$ cat src/rtl/mul_share_arbiter.sv
// mul_share_arbiter: round-robin sharing of one 8x8 multiplier core through a two-stage operand/response pipeline.
// Optional MUL_SHARE_ERRSTAT_EN adds err_cnt/err_sum statistics of the core against the exact product.
module mul_share_arbiter #(
  parameter int NREQ = 4,
  parameter int IDW  = 3
) (
  input  logic              CLK,
  input  logic              RST,
  input  logic [NREQ-1:0]   req_valid,
  output logic [NREQ-1:0]   req_ready,
  input  logic [8*NREQ-1:0] req_a,
  input  logic [8*NREQ-1:0] req_b,
  output logic [7:0]        mul_a,
  output logic [7:0]        mul_b,
  input  logic [15:0]       mul_p,
  output logic              rsp_valid,
  input  logic              rsp_ready,
  output logic [15:0]       rsp_data,
  output logic [IDW-1:0]    rsp_id,
  output logic [15:0]       ops_cnt
`ifdef MUL_SHARE_ERRSTAT_EN
  ,
  output logic [15:0]       err_cnt,
  output logic [23:0]       err_sum
`endif
);
  logic [IDW-1:0]    r_ptr, r_s1_id, r_s2_id;
  logic              r_s1_v, r_s2_v;
  logic [7:0]        r_a, r_b;
  logic [15:0]       r_p, r_ops;
  logic              w_adv1, w_adv2, w_any, w_done;
  logic [IDW-1:0]    w_idx;
  logic [IDW:0]      w_j;
  logic [2*NREQ-1:0] w_rot;
  assign w_adv2 = !r_s2_v | rsp_ready;
  assign w_adv1 = !r_s1_v | w_adv2;
  assign w_done = r_s2_v & rsp_ready;
  // Rotate so bit k of w_rot is requester (ptr+k) mod NREQ; scanning downward leaves the nearest one.
  assign w_rot  = {req_valid, req_valid} >> r_ptr;
  always_comb begin
    w_any = 1'b0;
    w_idx = '0;
    w_j   = '0;
    for (int k = NREQ - 1; k >= 0; k--) begin
      w_j = {1'b0, r_ptr} + (IDW+1)'(k);
      if (w_rot[k]) begin
        w_any = 1'b1;
        w_idx = IDW'(w_j >= (IDW+1)'(NREQ) ? w_j - (IDW+1)'(NREQ) : w_j);
      end
    end
  end
  assign req_ready = (!RST && w_adv1 && w_any) ? NREQ'(1) << w_idx : '0;
  assign mul_a     = r_a;
  assign mul_b     = r_b;
  assign rsp_valid = r_s2_v;
  assign rsp_data  = r_p;
  assign rsp_id    = r_s2_id;
  assign ops_cnt   = r_ops;
  always_ff @(posedge CLK) begin
    if (RST) begin
      r_ptr   <= '0;
      r_s1_v  <= 1'b0;
      r_s1_id <= '0;
      r_a     <= '0;
      r_b     <= '0;
      r_s2_v  <= 1'b0;
      r_s2_id <= '0;
      r_p     <= '0;
      r_ops   <= '0;
    end else begin
      if (w_done) r_ops <= r_ops + 16'd1;
      if (w_adv2) begin
        r_s2_v <= r_s1_v;
        if (r_s1_v) begin
          r_p     <= mul_p;
          r_s2_id <= r_s1_id;
        end
      end
      if (w_adv1) begin
        r_s1_v <= w_any;
        if (w_any) begin
          r_a     <= 8'(req_a >> {w_idx, 3'b000});
          r_b     <= 8'(req_b >> {w_idx, 3'b000});
          r_s1_id <= w_idx;
          r_ptr   <= (w_idx == IDW'(NREQ - 1)) ? '0 : w_idx + IDW'(1);
        end
      end
    end
  end
`ifdef MUL_SHARE_ERRSTAT_EN
  logic [15:0] r_exact, r_err_cnt, w_exact, w_diff;
  logic [23:0] r_err_sum;
  logic [24:0] w_sum;
  assign w_exact = 16'(r_a) * 16'(r_b);
  assign w_diff  = (r_exact >= r_p) ? r_exact - r_p : r_p - r_exact;
  assign w_sum   = {1'b0, r_err_sum} + {9'b0, w_diff};
  assign err_cnt = r_err_cnt;
  assign err_sum = r_err_sum;
  always_ff @(posedge CLK) begin
    if (RST) begin
      r_exact   <= '0;
      r_err_cnt <= '0;
      r_err_sum <= '0;
    end else begin
      if (w_adv2 && r_s1_v) r_exact <= w_exact;
      if (w_done && r_exact != r_p) r_err_cnt <= (r_err_cnt == 16'hFFFF) ? r_err_cnt : r_err_cnt + 16'd1;
      if (w_done) r_err_sum <= w_sum[24] ? 24'hFFFFFF : w_sum[23:0];
    end
  end
`endif
endmodule

$ cat config.mk
export PLATFORM = sky130hd
export DESIGN_NAME = mul_share_arbiter
export DESIGN_NICKNAME = d
export VERILOG_FILES = /design/src/rtl/mul_share_arbiter.sv
export SDC_FILE = /design/constraint.sdc
export NUM_CORES = 1
export LEC_CHECK = 0
export ABC_AREA = 0
export BUFFER_PORTS_ARGS = -buffer_cell sky130_fd_sc_hd__buf_2
export CAP_MARGIN = 15
export CORE_MARGIN = 2
export CORE_UTILIZATION = 47
export DETAILED_ROUTE_END_ITERATION = 8
export PLACE_DENSITY = 0.86
export SETUP_SLACK_MARGIN = 0.5
export SYNTH_ARGS = -nofsm -noshare
export SYNTH_HDL_FRONTEND = slang
export SYNTH_SLANG_ARGS = --single-unit
$ cat constraint.sdc
create_clock -name CLK -period 3.4 [get_ports CLK]
set_input_delay 0.68 -clock CLK [delete_from_list [all_inputs] [get_ports CLK]]
set_output_delay 0.68 -clock CLK [all_outputs]
set_load 0.02 [all_outputs]
==> run summary, run 1 <==
The flow ran to the end, and the final reports show no timing, DRC or antenna violations. For this configuration, the core starts out at a cell density of 48.5%. The run gives 326 as the synthesized netlist cell count. In this run the worst path has a maximum fanout of 7. The number of slew-limit violations in the final report is 0. The port buffer count works out to 142. The largest net degree at the start of global routing was 61; the CTS sink count was 59. The most used flip-flop cell after synthesis is sky130_fd_sc_hd__dfxtp_1. The area of the mapped netlist is 3060 um2. The worst register-to-register path begins at r_ptr[0]. Using the TritonRoute via totals, the vias-per-cell ratio works out to 5.28.

The tools report the startpoint kind of the worst setup timing path as an input port. Traced cell by cell, the critical path runs through buf_2, mux2_4, a22o_1, o211ai_1, o2bb2ai_4, ha_2, nor3b_4, buf_6. Counting the buffers created by CTS gives 9. For the worst flop-to-flop path, the logic depth is 9. The number of hold buffers added after CTS was 0. The cell area after layout is 4190 um2. Before antenna repair, the detailed router went through 4 iterations. The average detailed-routed wire length per instance was 14.2 um; the number of cell rows was 29. The number of global-route vias before repair is 2856. The tools report the clock tree root buffer cell as sky130_fd_sc_hd__clkbuf_8.

Prior to clock tree synthesis, the placed netlist has a worst setup slack of 0.333 ns. The tools report the number of warning messages in the yosys log as 0. The required arrival time at the worst endpoint is 2.72 ns, and the number of enable flip-flop cells after synthesis is 0. The largest area contributor in the netlist is sky130_fd_sc_hd__dfxtp_1. Setup repair after global routing could not meet its margin everywhere.

The least setup slack across all paths after layout was 0.377 ns; the number of DRC markers after the initial detailed-route iteration was 105. The number of top-level design ports was 143; the final routed wirelength across all metal layers was 7.88 mm. Layout-stage area growth over the synthesis result: 36.8%. Among all stages on the critical path, the largest delay is contributed by sky130_fd_sc_hd__mux2_4. For the worst clock skew on the final layout, the log shows 0.00664 ns. Measured against its own limit, the worst slew margin works out to 56.0%.

For the number of hold-slack violations in the final timing report, the log shows 0. Sequential elements use 38.6% of the synthesized area. In this design, the stage delay of the slowest critical-path cell is 0.30 ns. The post-route fraction of the period consumed by the critical path came out at 88.9%. For hold timing, the worst endpoint is rsp_id[0]. The critical path capture point type was an output port. The post-CTS clock slew at the launch and capture registers of the worst setup and hold paths is 0.06 ns, and the flop-to-flop setup slack is 0.65 ns.

The tool flagged a number of max-cap violations equal to 0. TritonCTS built the clock tree. The placed instances occupy a cell area of 3820 um2. For the initial antenna violation count, the log shows 0.

The global-route usage over all layers is 22.2%, and the vertical die dimension is 84.7 um. On the final layout, the worst hold slack is 0.451 ns. The number of levels in the clock H-tree was 3; the cell area power density was 787 nW/um2. The count of state elements after synthesis is 59. The cell family contributing the most delay on the critical path is compound AO/OA/AOI/OAI gates.

The detail route stage leaves a number of antenna-violating nets equal to 0. After synthesis, the cell types taking the most area are sky130_fd_sc_hd__dfxtp_1 39%, sky130_fd_sc_hd__mux2i_1 12%, sky130_fd_sc_hd__nand2_1 5.9%. The total overflow left after global routing is 0.

The buffers plus inverters on the worst setup path was 2. For the worst-skew pair, the clock arrives at the later sink with an insertion delay of 0.32 ns. Number of unique standard cell types used by synthesis: 54. The source of the worst hold timing path was rsp_id[0]. The clock period could shrink to 3.02 ns.

Setup violations remaining at the end of the flow were counted as 0. The worst hold path class was flip-flop to flip-flop. In this run the static leakage power is 1.91 nW. For the pin with the worst max-slew slack, the measured transition is 0.659 ns.

The wire-length estimate of the detail-placed layout is 5.66 mm. The first global-routing pass estimated 13.0 mm of wire. The largest buffer count on any clock path is 2, and the diode insertion count for antenna repair is 0. At the end of the flow, the number of nets in the layout was 564.

At the end of the flow the core is filled with cells to 66.3%. Number of nets in the synthesized netlist: 416. The die covers 7170 um2. For the remaining design rule violation count, the log shows 0. Among all cell types in the netlist, the one instantiated most often is sky130_fd_sc_hd__dfxtp_1.

After routing, the total negative slack on setup checks comes to 0 ns. At the end of routability-driven placement, the weighted congestion stood at 0.839. At the worst endpoint, the arrival time is 2.34 ns. The commonest cells after synthesis are 59 x sky130_fd_sc_hd__dfxtp_1, 48 x sky130_fd_sc_hd__nand2_1, 36 x sky130_fd_sc_hd__mux2i_1. The fill cell instance count of the final layout came out at 519. Based on the critical path, the design can be clocked at up to 0.331 GHz. Detailed routing inserted a total of 2936 vias. The capture point of the worst reg-to-reg path is mul_a[6].

After synthesis, the share of flip-flops with an asynchronous set or reset is 0%. Of the cells placed in the final design, the portion with a size suffix greater than 1 is 43.8%. The die is 84.7 um wide. The fraction of post-synthesis cell area in the top cell type by area came out at 38.6%. The area of the placeable core was 6310 um2; the cell depth of the worst min-delay path was 2. Across the VDD grid, the largest voltage drop is 0.505 mV. The mean instance size in the synthesized netlist works out to 9.38 um2. Critical path class: input port to output port.
-- kinds of logic (layout without fill, tap and decap cells) --
kind of cell             after synthesis  after routing  synth area share (%)
AO/OA/AOI/OAI                         59             59                  16.1
XOR/XNOR                              13             13                  3.72
adder cells (fa/ha/maj)                3              3                  1.23
buffers and inverters                 30            183                  5.64
flip-flops                            59             59                  38.6
multiplexers                          40             40                  13.7
AND/OR/NAND/NOR                      122            122                  20.9
-- worst max path at each step --
| stage | end | from | cells past startpoint | slack [ns] |
|---|---|---|---|---|
| CTS | req_ready[3] | r_ptr[0] | 8 | 0.38 |
| detailed placement | mul_b[1] | req_valid[2] | 9 | 0.33 |
| global route | req_ready[3] | r_ptr[0] | 8 | 0.29 |
| floorplan | req_ready[2] | req_valid[2] | 7 | 0.47 |
| finish | req_ready[3] | req_valid[0] | 8 | 0.38 |
| global placement | req_ready[1] | req_valid[2] | 7 | 0.41 |
-- report_power, final --
group	leakage (nW)	switching, W	internal [W]
combinational	1.33	0.000938	0.000817
sequential	0.485	0.0000905	0.000829
clock	0.0991	0.000266	0.000355
-- sequential cells by signal, summed over array words and instances (netlist names) --
name       cells
ops_cnt       16
rsp_data      16
rsp_id         3
mul_b          8
r_ptr          3
mul_a          8
rsp_valid      1
r_s1_id        3
r_s1_v         1
-- cell type report --
type	instances	area, um2	area share, %
clock inverters	5	52.6	1.26
inverters	6	22.5	0.538
well taps	77	96.3	2.30
multi-input cells	237	1810	43.2
repair buffers	161	875	20.9
flip-flops and latches	59	1190	28.4
clock buffers	11	141	3.38
-- metrics by stage --
stage | instances | total power [W]
final | 556 | 0.00329
after floorplan | 326 | 0.00216
after global routing | 556 | 0.00349
after global placement | 527 | 0.00239
after CTS | 554 | 0.00326
after detailed placement | 527 | 0.00245
-- routing by layer --
| layer | global-route usage [%] | routed length, um | vias to the layer above |
|---|---|---|---|
| met4 | 8.80 | 139 | 0 |
| met3 | 7.37 | 442 | 16 |
| met1 | 25.0 | 3230 | 1351 |
| met2 | 38.4 | 4070 | 105 |
| met5 | 0 | 0 | - |
| li1 | - | - | 1464 |
-- what timing repair did --
| action | CTS | global route |
|---|---|---|
| pin swaps | 3 | 8 |
| gates resized for setup | 18 | 5 |
| gates cloned | 0 | 0 |
| setup endpoints to repair | 4 | 4 |
| buffers inserted | 11 | 2 |
-- tightest hold or removal path, delay by kind of cell, from the launching register on --
| kind | cells | cell delay (ns) |
|---|---|---|
| AOI/OAI and AO/OA | 1 | 0.05 |
| DFF | 1 | 0.31 |
| and+or+nand+nor | 1 | 0.05 |
-- cell usage in the layout, fill, tap and decap left out, types with 2 or more instances in the layout --
master,Yosys,final
sky130_fd_sc_hd__a21oi_1,25,25
sky130_fd_sc_hd__a22o_1,2,2
sky130_fd_sc_hd__and3_1,2,2
sky130_fd_sc_hd__and3b_1,2,2
sky130_fd_sc_hd__buf_2,5,138
sky130_fd_sc_hd__buf_4,2,20
sky130_fd_sc_hd__buf_6,4,3
sky130_fd_sc_hd__clkbuf_8,0,10
sky130_fd_sc_hd__clkinv_2,0,3
sky130_fd_sc_hd__dfxtp_1,59,57
sky130_fd_sc_hd__dfxtp_4,0,2
sky130_fd_sc_hd__ha_1,3,2
sky130_fd_sc_hd__inv_1,5,5
sky130_fd_sc_hd__mux2_4,0,2
sky130_fd_sc_hd__mux2i_1,36,36
sky130_fd_sc_hd__nand2_1,48,48
sky130_fd_sc_hd__nand3_1,7,7
sky130_fd_sc_hd__nand3b_1,17,17
sky130_fd_sc_hd__nand4_1,3,3
sky130_fd_sc_hd__nor2_1,21,21
sky130_fd_sc_hd__nor2b_1,3,3
sky130_fd_sc_hd__nor4b_4,0,2
sky130_fd_sc_hd__o21ai_0,3,3
sky130_fd_sc_hd__o221ai_1,5,5
sky130_fd_sc_hd__o221ai_2,11,11
sky130_fd_sc_hd__or3_1,3,3
sky130_fd_sc_hd__xnor2_1,6,6
sky130_fd_sc_hd__xor2_1,7,7
(Power assumes the default switching activity.)
==> run 2, diff against run 1 <==
- PLACE_DENSITY: 0.86 -> 0.78
==> run 2 against run 1 <==
  * Maximum frequency rose by 1.5%
  * Non-clock buffer count fell by 3
  * Wire length fell by 1.0%
==> run summary, run 2 (same netlist as run 1, synthesis figures left out) <==
The final critical-path required period came out at 2.98 ns. Once placement finished, the instance area stood at 3810 um2. Together, buffers and inverters on the worst path number 3. The run finished with clean final reports.

Pin placement for this block handled 143 I/O pins. In this run the core area contains 29 standard-cell rows. For the leakage component of the power, the log shows 1.91 nW. The HPWL after detailed placement is 5.41 mm.

The H-tree generated during clock tree synthesis spans 3 levels. Entering global routing, the biggest net connects 41 pins. In the layout the commonest cells are 135 x sky130_fd_sc_hd__buf_2, 57 x sky130_fd_sc_hd__dfxtp_1, 48 x sky130_fd_sc_hd__nand2_1, 36 x sky130_fd_sc_hd__mux2i_1, 25 x sky130_fd_sc_hd__a21oi_1.

Critical path capture point type: an output port. The slowest cell on the critical path is sky130_fd_sc_hd__mux2_4. Headroom to the max-slew limit came out at 49.8%. The met3 usage in global routing is 5.51%.

The design draws 0.00329 W. The number of CTS-inserted buffers is 9, and the number of nets with antenna violations after routing is 0. The die span in x was 84.7 um; the fraction of met1 tracks used by global routing was 25.5%.

Cell type group with the largest total delay on the critical path: compound AO/OA/AOI/OAI gates. No sink is reached through more buffers than the 2 on the longest clock path. Summing all non-filler instances in the final layout gives an area of 4200 um2. Global routing used 40.0% of the available met2 tracks. The initial utilization of the core area, before any placement, comes to 48.5%. The global-route usage over all layers is 22.1%, and the overall via count from detail_route is 2917. Setup repair after global routing could not meet its margin everywhere.

The port buffer count is 142, and the fill cell instance count of the final layout is 536. The number of hold-slack violations in the final timing report is 0. Cells with a size suffix above 1 make up 43.9% of the layout. The average via count per standard cell works out to 5.27.

The routed design has 7.80 mm of wire. Maximum fanout along the worst path: 4. The number of setup violations in the final report is 0, and the total iterations of the first detailed-routing run is 4.

Clock tree synthesis selected as its root buffer the cell sky130_fd_sc_hd__clkbuf_8. The first global-routing pass estimated 12.9 mm of wire. Across the routed clock network, the largest skew measured is 0.00855 ns.

The number of global-route vias before repair was 2826; the CTS sink count was 59. For the hold buffer count at CTS, the log shows 0. Of the available clock period, the critical path in the final layout requires 87.6%. The logs give 0 for the initial antenna violation count and 7170 um2 for the area enclosed by the die boundary. The global-route congestion overflow total was 0. The region available for standard cell placement spans 6310 um2. The critical path is of the input port to output port type. Adding up every negative setup slack in the final design gives 0 ns.

For the worst flop-to-flop path, the logic depth is 8. Max-cap check violation count: 0. For the global placement routability congestion, the log shows 0.841. The path class of the tightest hold or removal check is flip-flop to flip-flop. The critical path depth came out at 8. The cell depth of the worst min-delay path came out at 2.

After detailed routing, the average wire length per cell comes to 14.1 um. For this run, the slowest stage of the critical path takes 0.29 ns. The vertical die dimension is 84.7 um, and the required arrival time at the worst endpoint is 2.72 ns. The number of slew-limit violations in the final report is 0. The maximum VDD drop was 0.444 mV.

The repair_antennas step left the layout with diodes totalling 0. The clock reaches the later pin of the worst-skew pair after 0.34 ns. In this run the most used layer during global routing was met2. TritonCTS built the clock tree. At the pin with the least slew margin, the transition time is 0.753 ns. For the worst setup path, the data arrival time is 2.30 ns. The layout-stage area growth over the synthesis result is 37.4%, and the achievable frequency is 0.336 GHz. The run gives 0 as the remaining design rule violation count. The detailed router finished its first iteration with 100 violations. The worst setup path is launched from an input port. After clock tree synthesis, the clock-pin slew on the worst setup and hold paths is 0.07 ns. The cell area power density came out at 782 nW/um2. The library cell used most frequently in the layout, excluding fill and tap cells, is sky130_fd_sc_hd__buf_2.

Walking the worst path, the cells encountered are buf_2, mux2_4, a211oi_4, o211ai_1, o2bb2ai_4, buf_12, nor4_4, buf_4. The net total in the final layout came out at 561.
[run 2: worst min-delay path, delay by kind of cell, from the launching register on]
kind	cells	cell delay, ns
AO/OA/AOI/OAI	1	0.05
flip-flops	1	0.31
AND/OR/NAND/NOR	1	0.05
[run 2: worst paths after layout]
check / startpoint / to / slack, ns
min: rsp_id[1] / rsp_id[1] / 0.45
max reg2reg: r_ptr[0] / mul_a[0] / 0.79
min reg2reg: rsp_id[1] / rsp_id[1] / 0.45
max: req_valid[1] / req_ready[0] / 0.42
[run 2: report_power, final]
group          internal, W  switching [W]  total (W)  leakage (nW)
Combinational     0.000813       0.000929    0.00174          1.33
Sequential        0.000828      0.0000864   0.000915         0.485
Clock             0.000335       0.000293   0.000629        0.0950
Total              0.00198        0.00131    0.00329          1.91
[run 2: through the flow]
stage	utilization (%)	cells	hold slack (ns)	setup slack (ns)
after floorplan	-	326	0.428	0.469
after global placement	60.4	526	0.439	0.362
after detailed placement	60.4	526	0.446	0.334
after CTS	65.9	551	0.455	0.413
after global routing	66.6	553	0.476	0.332
final	66.6	553	0.454	0.421
[run 2: routing by layer]
metal	vias to the layer above	part of all wire [%]
met4	0	0.99
li1	1459	-
met3	7	5.0
met1	1366	42
met5	-	0
met2	85	53
[run 2: what timing repair did]
item,in CTS,in global routing
setup endpoints to repair,4,4
pin swaps,8,7
setup buffers,9,1
resized for setup,27,4
[run 2: area by class of cell]
class,instances,area [um2],area share (%)
inverter,6,22.5,0.536
sequential,59,1190,28.3
multi-input combinational,237,1820,43.2
timing repair buffer,158,887,21.1
clock inverter,7,68.8,1.64
tap,77,96.3,2.29
clock buffer,9,124,2.95
==> run 3, diff against run 2 <==
- BUFFER_PORTS_ARGS: -buffer_cell sky130_fd_sc_hd__buf_2 -> not set
- CORE_MARGIN: 2 -> not set
- CORE_UTILIZATION: 47 -> 63
- DONT_BUFFER_PORTS: not set -> 1
- PLACE_DENSITY: 0.78 -> 0.76
- REMOVE_ABC_BUFFERS: not set -> 1
==> run 3 against run 2 <==
  * Power down 7.6%
  * Clock-buffer cell count up 2
  * Die area down 28%
  * Core utilization up 8.7 points
  * Largest cell class unchanged
==> run summary, run 3 (same netlist as run 1, synthesis figures left out) <==
The flow ran to the end, and the final reports show no timing, DRC or antenna violations. The analysis attributes to cell leakage a power of 1.27 nW. The worst setup path is captured at an output port. Actual transition at the worst max-transition pin: 0.661 ns. The number of placed instances, taps included, is 363. TritonCTS built the clock tree. The clock passes through at most 2 buffers. The top cell types in the final layout, fill and taps aside, are 57 x sky130_fd_sc_hd__dfxtp_1, 48 x sky130_fd_sc_hd__nand2_1, 36 x sky130_fd_sc_hd__mux2i_1, 25 x sky130_fd_sc_hd__a21oi_1, 21 x sky130_fd_sc_hd__nor2_1.

The number of antenna diodes in the final layout is 0. After clock tree synthesis, the clock-pin slew on the worst setup and hold paths is 0.07 ns. The port buffer count works out to 0. The max-cap check violation count was 0; the required arrival time at the worst endpoint was 2.72 ns. The number of nets with antenna violations after routing is 0, and the cell depth of the worst min-delay path is 1. Along the worst path, the maximum fanout reaches 11. After legalization and detailed placement, the total HPWL measured 4.45 mm. The commonest non-fill, non-tap cell in the layout was sky130_fd_sc_hd__dfxtp_1.

The global-route usage over all layers was 25.9%. The fill cell instance count of the final layout is 352, and the cell area power density is 895 nW/um2. The run gives 3390 um2 as the cell area after layout. For hold timing, the worst endpoint is r_ptr[0].

The number of setup violations in the final report was 0. The initial core utilization was 67.9%. The tools report the global placement routability congestion as 0.898.

The root buffer cell chosen for the clock tree is sky130_fd_sc_hd__clkbuf_8. Setup repair after global routing could not meet its margin everywhere. Once layout is complete, the utilization of the core stands at 75.3%. The pre-antenna-repair detailed-routing pass consisted of 4 iterations. The later pin in the worst-skew pair is clocked with a latency of 0.32 ns.

STA puts the critical path data arrival time at 2.25 ns. The initial antenna violation count was 0. The worst register-to-register path begins at r_ptr[1].

Buffers inserted during clock tree synthesis total 9. The post-route fraction of the period consumed by the critical path came out at 86.3%. In the final routed layout, each cell accounts on average for 17.0 um. The worst register-to-register path ends at mul_b[7]. The average via count per standard cell works out to 6.27. The region available for standard cell placement spans 4500 um2.

The vertical die dimension was 71.7 um; the achievable frequency was 0.341 GHz. The final layout contains 420 nets. For the worst clock skew on the final layout, the log shows 0.00849 ns. In this run the count of I/O pins placed on the die edge is 143.

Row generation in the floorplan step produced 24 rows. The logs give 0 for the remaining design rule violation count and 55.9% for the relative slew slack. Cells with a size suffix above 1 make up 19.1% of the layout. The logs give 59 for the CTS sink count and 5140 um2 for the area enclosed by the die boundary.

The number of hold-slack violations in the final timing report was 0. The worst hold path belongs to the class input port to flip-flop. After the first detailed-routing iteration, the DRC count stood at 125. The tools report the final routed wirelength across all metal layers as 6.58 mm. The die span in x is 71.7 um, and the global-route congestion overflow total is 0. The number of slew-limit violations in the final report is 0, and the layout-stage area growth over the synthesis result is 10.8%. The run gives 0.67 ns as the flop-to-flop setup slack. The tools report the number of levels in the clock H-tree as 3.

The worst path in the final design needs a cycle of 2.93 ns, including I/O delays and setup. The tools report the startpoint kind of the worst setup timing path as a flip-flop. Entering global routing, the biggest net connects 66 pins.

The maximum VDD drop is 0.976 mV, and the number of standard cells in the final layout excluding fillers is 387. Summing all placed instances gives a cell area of 3060 um2. The tools report the overall via count from detail_route as 2428. The critical path in this run is classified as flip-flop to output port.

The worst hold path begins at RST. The first global-routing pass estimated 10.4 mm of wire. For the number of global-route vias before repair, the log shows 2281.

Counting cells, the worst reg-to-reg path comes to 9.
run 3: cell count changes in the layout (fill, tap and decap cells not counted), sizes merged:
cell	before	now
buf	158	17
clkbuf	9	11
clkinv	4	3
clkinvlp	2	1
run 3: what timing repair did:
action / 4_1_cts / 5_1_grt
pin swaps: 5 / 1
setup endpoints to repair: 4 / 5
hold buffers: 0 / 0
buffers inserted: 7 / 1
gates resized for setup: 14 / 2
hold endpoints to repair: 0 / 0
run 3: worst max path at each step:
stage,slack [ns],cells after the start,startpoint,to
3_5_place_dp,0.47,7,r_ptr[0],req_ready[3]
3_3_place_gp,0.51,7,r_ptr[0],req_ready[3]
6_report,0.47,5,r_ptr[1],req_ready[0]
4_1_cts,0.49,6,r_ptr[0],req_ready[0]
2_1_floorplan,-1.79,6,req_valid[3],req_ready[3]
5_1_grt,0.36,7,r_ptr[0],req_ready[3]
run 3: area by class of cell:
cell class	instances	area, um2	share of cell area [%]
Tap cell	52	65.1	1.92
Multi-Input combinational cell	237	1790	52.8
Inverter	6	22.5	0.664
Timing Repair Buffer	17	131	3.87
Clock buffer	11	141	4.17
Sequential cell	59	1190	35.1
Clock inverter	5	52.6	1.55
run 3: stage by stage:
stage / TNS [ns] / total power (W) / hold WS [ns] / setup slack [ns]
after floorplan: -21.36 / 0.00203 / 0.421 / -1.79
after global placement: 0 / 0.00223 / 0.433 / 0.511
after detailed placement: 0 / 0.00226 / 0.438 / 0.469
after CTS: 0 / 0.00301 / 0.399 / 0.486
after global routing: 0 / 0.00322 / 0.386 / 0.355
final: 0 / 0.00304 / 0.406 / 0.467
run 3: worst max-delay path, cell delays in order, from the launching register on:
cell and delay, ns:
sky130_fd_sc_hd__dfxtp_4 0.41, sky130_fd_sc_hd__mux4_1 0.62, sky130_fd_sc_hd__a31oi_1 0.28, sky130_fd_sc_hd__o2bb2ai_4 0.15, sky130_fd_sc_hd__nor4_1 0.28, sky130_fd_sc_hd__buf_4 0.19
run 3: metal layers:
metal  global-route usage [%]  vias to the layer above  part of all wire [%]
met5                        0                        -                     0
met2                     43.6                      115                    50
met1                     30.0                     1127                    40
met3                     10.5                       12                   8.2
met4                     8.50                        0                   1.4
li1                         -                     1174                     -
run 3: report_power, final:
group / internal, W / total, W / switching (W)
registers: 0.000829 / 0.00106 / 0.000234
clock network: 0.000355 / 0.000622 / 0.000267
logic: 0.000652 / 0.00135 / 0.000698
